==> config.mk <==
export PLATFORM = sky130hd
export DESIGN_NAME = ser_arb_ctrl
export DESIGN_NICKNAME = d
export VERILOG_FILES = /design/src/rtl/ser_arb_ctrl_pkg.sv /design/src/rtl/ser_shift_reg.sv /design/src/rtl/ser_arb_ctrl.sv
export SDC_FILE = /design/constraint.sdc
export NUM_CORES = 1
export LEC_CHECK = 0
export ABC_AREA = 1
export CAP_MARGIN = 10
export CELL_PAD_IN_SITES_DETAIL_PLACEMENT = 0
export CELL_PAD_IN_SITES_GLOBAL_PLACEMENT = 2
export CORE_MARGIN = 2
export CORE_UTILIZATION = 22
export DETAILED_ROUTE_END_ITERATION = 12
export PLACE_DENSITY_LB_ADDON = 0.25
export REMOVE_ABC_BUFFERS = 1
export SLEW_MARGIN = 20
export SYNTH_ARGS = -nofsm -noshare
export SYNTH_HDL_FRONTEND = slang
export SYNTH_HIERARCHICAL = 1
export SYNTH_SLANG_ARGS = --single-unit
==> constraint.sdc <==
create_clock -name clk -period 1.15 [get_ports clk]
set_input_delay 0.23 -clock clk [delete_from_list [all_inputs] [get_ports clk]]
set_output_delay 0.23 -clock clk [all_outputs]
set_load 0.005 [all_outputs]
==> src/rtl/ser_arb_ctrl_pkg.sv <==
// -----------------------------------------------------------------------------
// ser_arb_ctrl_pkg
// Shared definitions for the two-requester serialiser:
//   - DEFAULT_WIDTH : default serial word length
//   - state_e       : controller FSM state encoding
//   - rr_pick       : round-robin winner selection (one-hot result)
// -----------------------------------------------------------------------------
package ser_arb_ctrl_pkg;

  localparam int DEFAULT_WIDTH = 8;

  typedef enum logic [1:0] {
    ST_IDLE  = 2'd0,
    ST_SHIFT = 2'd1,
    ST_DONE  = 2'd2
  } state_e;

  // One-hot winner for a request vector. last_one is high when requester 1
  // received the previous grant, so a tie goes to requester 0 in that case.
  function automatic logic [1:0] rr_pick(input logic [1:0] req,
                                         input logic       last_one);
    logic [1:0] win;
    case (req)
      2'b01:   win = 2'b01;
      2'b10:   win = 2'b10;
      2'b11:   win = last_one ? 2'b01 : 2'b10;
      default: win = 2'b00;
    endcase
    return win;
  endfunction

endpackage

==> src/rtl/ser_shift_reg.sv <==
// -----------------------------------------------------------------------------
// ser_shift_reg
// WIDTH-bit parallel-load, left-shifting register with zero fill; the MSB is
// the serial output.
// Ports:
//   clk, rst  : clock, asynchronous active-high reset
//   load_i    : load data_i (takes priority over shift_i)
//   data_i    : parallel word
//   shift_i   : shift left one place, 0 into the LSB
//   msb_o     : current MSB
// -----------------------------------------------------------------------------
module ser_shift_reg
  import ser_arb_ctrl_pkg::*;
#(
  parameter int WIDTH = DEFAULT_WIDTH
) (
  input  logic             clk,
  input  logic             rst,
  input  logic             load_i,
  input  logic [WIDTH-1:0] data_i,
  input  logic             shift_i,
  output logic             msb_o
);

  logic [WIDTH-1:0] sreg_q;

  // NOTE: the data register is reset too, so the serial output is a known 0
  // straight out of reset rather than whatever the flops powered up with.
  // NOTE: sequential state is written with non-blocking assignments only, so
  // every flop samples pre-edge values regardless of block ordering.
  always_ff @(posedge clk or posedge rst) begin
    if (rst) begin
      sreg_q <= '0;
    end else if (load_i) begin
      sreg_q <= data_i;
    end else if (shift_i) begin
      sreg_q <= {sreg_q[WIDTH-2:0], 1'b0};
    end
  end

  assign msb_o = sreg_q[WIDTH-1];

endmodule

==> src/rtl/ser_arb_ctrl.sv <==
// -----------------------------------------------------------------------------
// ser_arb_ctrl
// Round-robin arbiter between two requesters sharing one serialiser. The
// winner's word is captured at grant and shifted out MSB first, one bit per
// cycle with en high; a one-cycle DONE state follows the last bit.
// Ports:
//   clk, rst      : clock, asynchronous active-high reset
//   req[1:0]      : level requests, held until ack
//   data0, data1  : parallel words of requester 0 / 1, sampled at grant
//   en            : shift enable; low freezes an in-progress word
//   ack[1:0]      : one-cycle pulse to the requester whose word was loaded
//   grant[1:0]    : one-hot shifter owner, 00 when idle
//   sout          : serial data, MSB first
//   sout_valid    : sout carries a word bit this cycle
//   done          : one-cycle pulse after the last bit
//   busy          : controller is not idle
// -----------------------------------------------------------------------------
module ser_arb_ctrl
  import ser_arb_ctrl_pkg::*;
#(
  parameter int WIDTH = DEFAULT_WIDTH
) (
  input  logic             clk,
  input  logic             rst,
  input  logic [1:0]       req,
  input  logic [WIDTH-1:0] data0,
  input  logic [WIDTH-1:0] data1,
  input  logic             en,
  output logic [1:0]       ack,
  output logic [1:0]       grant,
  output logic             sout,
  output logic             sout_valid,
  output logic             done,
  output logic             busy
);

  localparam int             CW       = $clog2(WIDTH);
  localparam logic [CW-1:0]  CNT_LAST = CW'(WIDTH - 1);

  state_e           state_q;
  logic [CW-1:0]    cnt_q;
  logic [1:0]       grant_q;
  logic [1:0]       ack_q;
  logic             last_one_q;   // 1: requester 1 held the previous grant

  logic [1:0]       winner;
  logic             load;
  logic             shift;
  logic [WIDTH-1:0] word_d;
  logic             sreg_msb;

  assign winner = rr_pick(req, last_one_q);
  assign load   = (state_q == ST_IDLE) && (req != 2'b00);
  assign shift  = (state_q == ST_SHIFT) && en;

  // NOTE: every signal written here gets a default first, so no path leaves
  // it unassigned and no latch is inferred.
  always_comb begin
    word_d = data0;
    if (winner[1]) word_d = data1;
  end

  ser_shift_reg #(.WIDTH(WIDTH)) u_shift (
    .clk     (clk),
    .rst     (rst),
    .load_i  (load),
    .data_i  (word_d),
    .shift_i (shift),
    .msb_o   (sreg_msb)
  );

  always_ff @(posedge clk or posedge rst) begin
    if (rst) begin
      state_q    <= ST_IDLE;
      cnt_q      <= '0;
      grant_q    <= 2'b00;
      ack_q      <= 2'b00;
      last_one_q <= 1'b1;
    end else begin
      ack_q <= 2'b00;
      case (state_q)
        ST_IDLE: begin
          if (load) begin
            grant_q    <= winner;
            ack_q      <= winner;
            last_one_q <= winner[1];
            cnt_q      <= '0;
            state_q    <= ST_SHIFT;
          end
        end
        ST_SHIFT: begin
          if (en) begin
            cnt_q <= cnt_q + CW'(1);
            if (cnt_q == CNT_LAST) state_q <= ST_DONE;
          end
        end
        ST_DONE: begin
          // Grant stays visible through DONE and drops on the way to IDLE.
          grant_q <= 2'b00;
          state_q <= ST_IDLE;
        end
        default: state_q <= ST_IDLE;
      endcase
    end
  end

  assign ack        = ack_q;
  assign grant      = grant_q;
  assign sout       = (state_q == ST_SHIFT) && sreg_msb;
  assign sout_valid = (state_q == ST_SHIFT) && en;
  assign done       = (state_q == ST_DONE);
  assign busy       = (state_q != ST_IDLE);

endmodule

==> qor.yml <==
overflow: 0
grt_usage: 0.107
p_int_mw: 1.81
crit_path_max_fanout: 2
slowest_stage: "dfrtp_1"
via_per_inst: 4.09
fin_setup_tns_ns: -2.03
numCtsBuffers: 3
p_leak_nw: 0.893
postPlaceCellArea_um2: 1400
first_pass_iters: 4
violations: "setup timing"
p_seq_frac: 0.362
min_path_type: "in -> async"
antenna_cells: 0
min_period_ns: 1.31
setup_violations: 19
gp_congestion: 0.711
holdWs_ns: 0.261
pwr-share-comb: 0.477
cts_tree: "built"
rr_worst_depth: 9
power.density_nw_per_um2: 1690
ctsLongestPathBuffers: 2
fp.coreArea_um2: 4290
grt_pass1_wl_um: 4250
clockPowerShare: 0.161
fin_ws_ns: -0.160
dp_hpwl_um: 1770
final_cells: 234
hold_violations: 0
drv_slew: 0
ys_ff_latch: 18
ant_nets: 0
rsz0062_at_grt: "yes"
regArea_um2: 452
syn_area_um2: 966
final.fill_count: 434
final_nets: 206
ctsHtreeMaxLevel: 1
initial_core_util: 0.225
grt_max_degree: 11
path_clk_slew_ns: 0.07
switching_share: 0.349
yosysTopAreaCell: "dfrtp_1"
clock-sinks: 18
reg2reg_from: "state_q[1]"
drtIter0Drc: 32
crit_required_ns: 0.92
grt_pass1_vias: 942
worstSetupStartpointType: "flip-flop"
timing.rr.end: "u_shift/sreg_q[5]"
cp_num_cells: 4
synth.top_cell.area_share: 0.440
crit_path_end_kind: "output port"
wl_um: 2460
clockRootBuffer: "clkbuf_8"
io_buffers: 28
die_width_um: 70.3
postSynthAreaPerCell_um2: 7.61
status: "complete, but fails checks"
ys_seq_area_frac: 0.468
area_growth_pct: 70.5
yosysWarnings: 6
critPathKind: "reg -> out"
crit_family: "flip-flops"
drive_gt1_frac: 0.341
critical_path_arrival_ns: 1.08
fmax_ghz: 0.763
period_share: 1.14
slowest_delay_ns: 0.39
multiInputGateArea_um2: 510
cp_cell_sequence: "buf_4, nand2_2, inv_1, clkdlybuf4s15_1"
endpoint: "done"
synth_cell_types: 15
ir_drop_mv: 0.427
final_area_um2: 1650
rows: 24
cp-startpoint: "state_q[1]"
crit_buf_inv: 3
power.switching_mw: 0.971
num_io_pins: 29
synth.area.top_cells: "dfrtp_1, nand2_1, nand3_1"
insertion_delay_ns: 0.25
synthCells: 127
die-area_um2: 4940
vias: 958
place_inst: 218
drv_cap: 0
wl_per_cell_um: 10.5
drc: 0
skew_ns: 0.00167
cts-hold-fix-buffers: 0
die_y_um: 70.3
antenna_found_initial: 0
relSlewSlack: 0.793
tightest_slew_ns: 0.310
reg2reg_setup_slack_ns: -0.12
cells in the final DEF (no fill, tap or decap), types with 4 or more instances in the layout:
| master | instances |
|---|---|
| dfrtp_1 | 17 |
| nand3_2 | 5 |
| nand2_1 | 45 |
| nand3_1 | 16 |
| buf_6 | 7 |
| buf_4 | 19 |
| inv_2 | 4 |
| inv_1 | 8 |
| nand2_2 | 10 |
| clkdlybuf4s50_1 | 17 |
layout make-up:
class	count	area share
Multi-Input combinational cell	91	0.310
Timing Repair Buffer	54	0.305
Clock buffer	4	0.0274
Inverter	15	0.0433
Sequential cell	18	0.274
Tap cell	52	0.0395
power by group through the flow:
stage                     Clock, mW  Combinational, mW  Sequential (mW)
after floorplan                   0              0.543             1.00
after global placement            0               1.05             1.01
after detailed placement          0               1.07             1.01
after CTS                     0.472               1.23            0.999
after global routing          0.504               1.48             1.05
final                         0.448               1.33             1.01
logic make-up (layout without fill, tap and decap cells):
logic type	count (synthesis)	count (layout)	synth area share
AO/OA/AOI/OAI	1	1	0.0168
adder cells (fa/ha/maj)	2	2	0.0259
buffers and inverters	18	73	0.0894
flip-flops	18	18	0.468
AND/OR/NAND/NOR	88	88	0.400
per-stage QoR:
| step | worst slack [ns] | utilization | total power, mW |
|---|---|---|---|
| 5_1_grt | -0.221 | 0.383 | 3.03 |
| 6_report | -0.160 | 0.383 | 2.79 |
| 3_3_place_gp | -0.513 | 0.326 | 2.06 |
| 2_1_floorplan | -0.231 | - | 1.55 |
| 3_5_place_dp | -0.522 | 0.326 | 2.08 |
| 4_1_cts | -0.176 | 0.365 | 2.70 |
worst min path at each step:
stage / endpoint / slack [ns] / cells after the start
2_1_floorplan: u_shift/sreg_q[0] / 0.05 / 1
3_3_place_gp: u_shift/sreg_q[0] / 0.46 / 2
3_5_place_dp: u_shift/sreg_q[4] / 0.47 / 2
4_1_cts: u_shift/sreg_q[7] / 0.27 / 2
5_1_grt: u_shift/sreg_q[7] / 0.32 / 2
6_report: u_shift/sreg_q[7] / 0.26 / 2
registers in the layout, summed over array words and instances, names as in the netlist:
name and cells:
u_shift/sreg_q 8, state_q 2, grant 2, cnt_q 3, last_one_q 1, ack 2
synth_stat cells:
cell type and n:
nor2_1 4, nand3_1 22, nand2_2 1, a21oi_4 1, ha_1 2, dfstp_2 1
nand4_1 3, buf_4 1, inv_2 3, nand2_1 56, dfrtp_1 17, buf_6 2
nor2_2 1, nor2_8 1, inv_1 12
what timing repair did:
item                       CTS  global route
resized for setup           46            16
hold endpoints to repair     0             0
pin swaps                    9             9
setup buffers                9             4
setup endpoints to repair   23            23
layer usage:
layer  routed length, um  part of all wire  GRT usage  vias up
met5                   0                 0          0        -
met4                  42             0.017     0.0513        0
met3                  74             0.030     0.0159        4
met2                1220              0.49      0.174       21
met1                1130              0.46      0.139      424
li1                    -                 -          -      509
(Power assumes the default switching activity.)
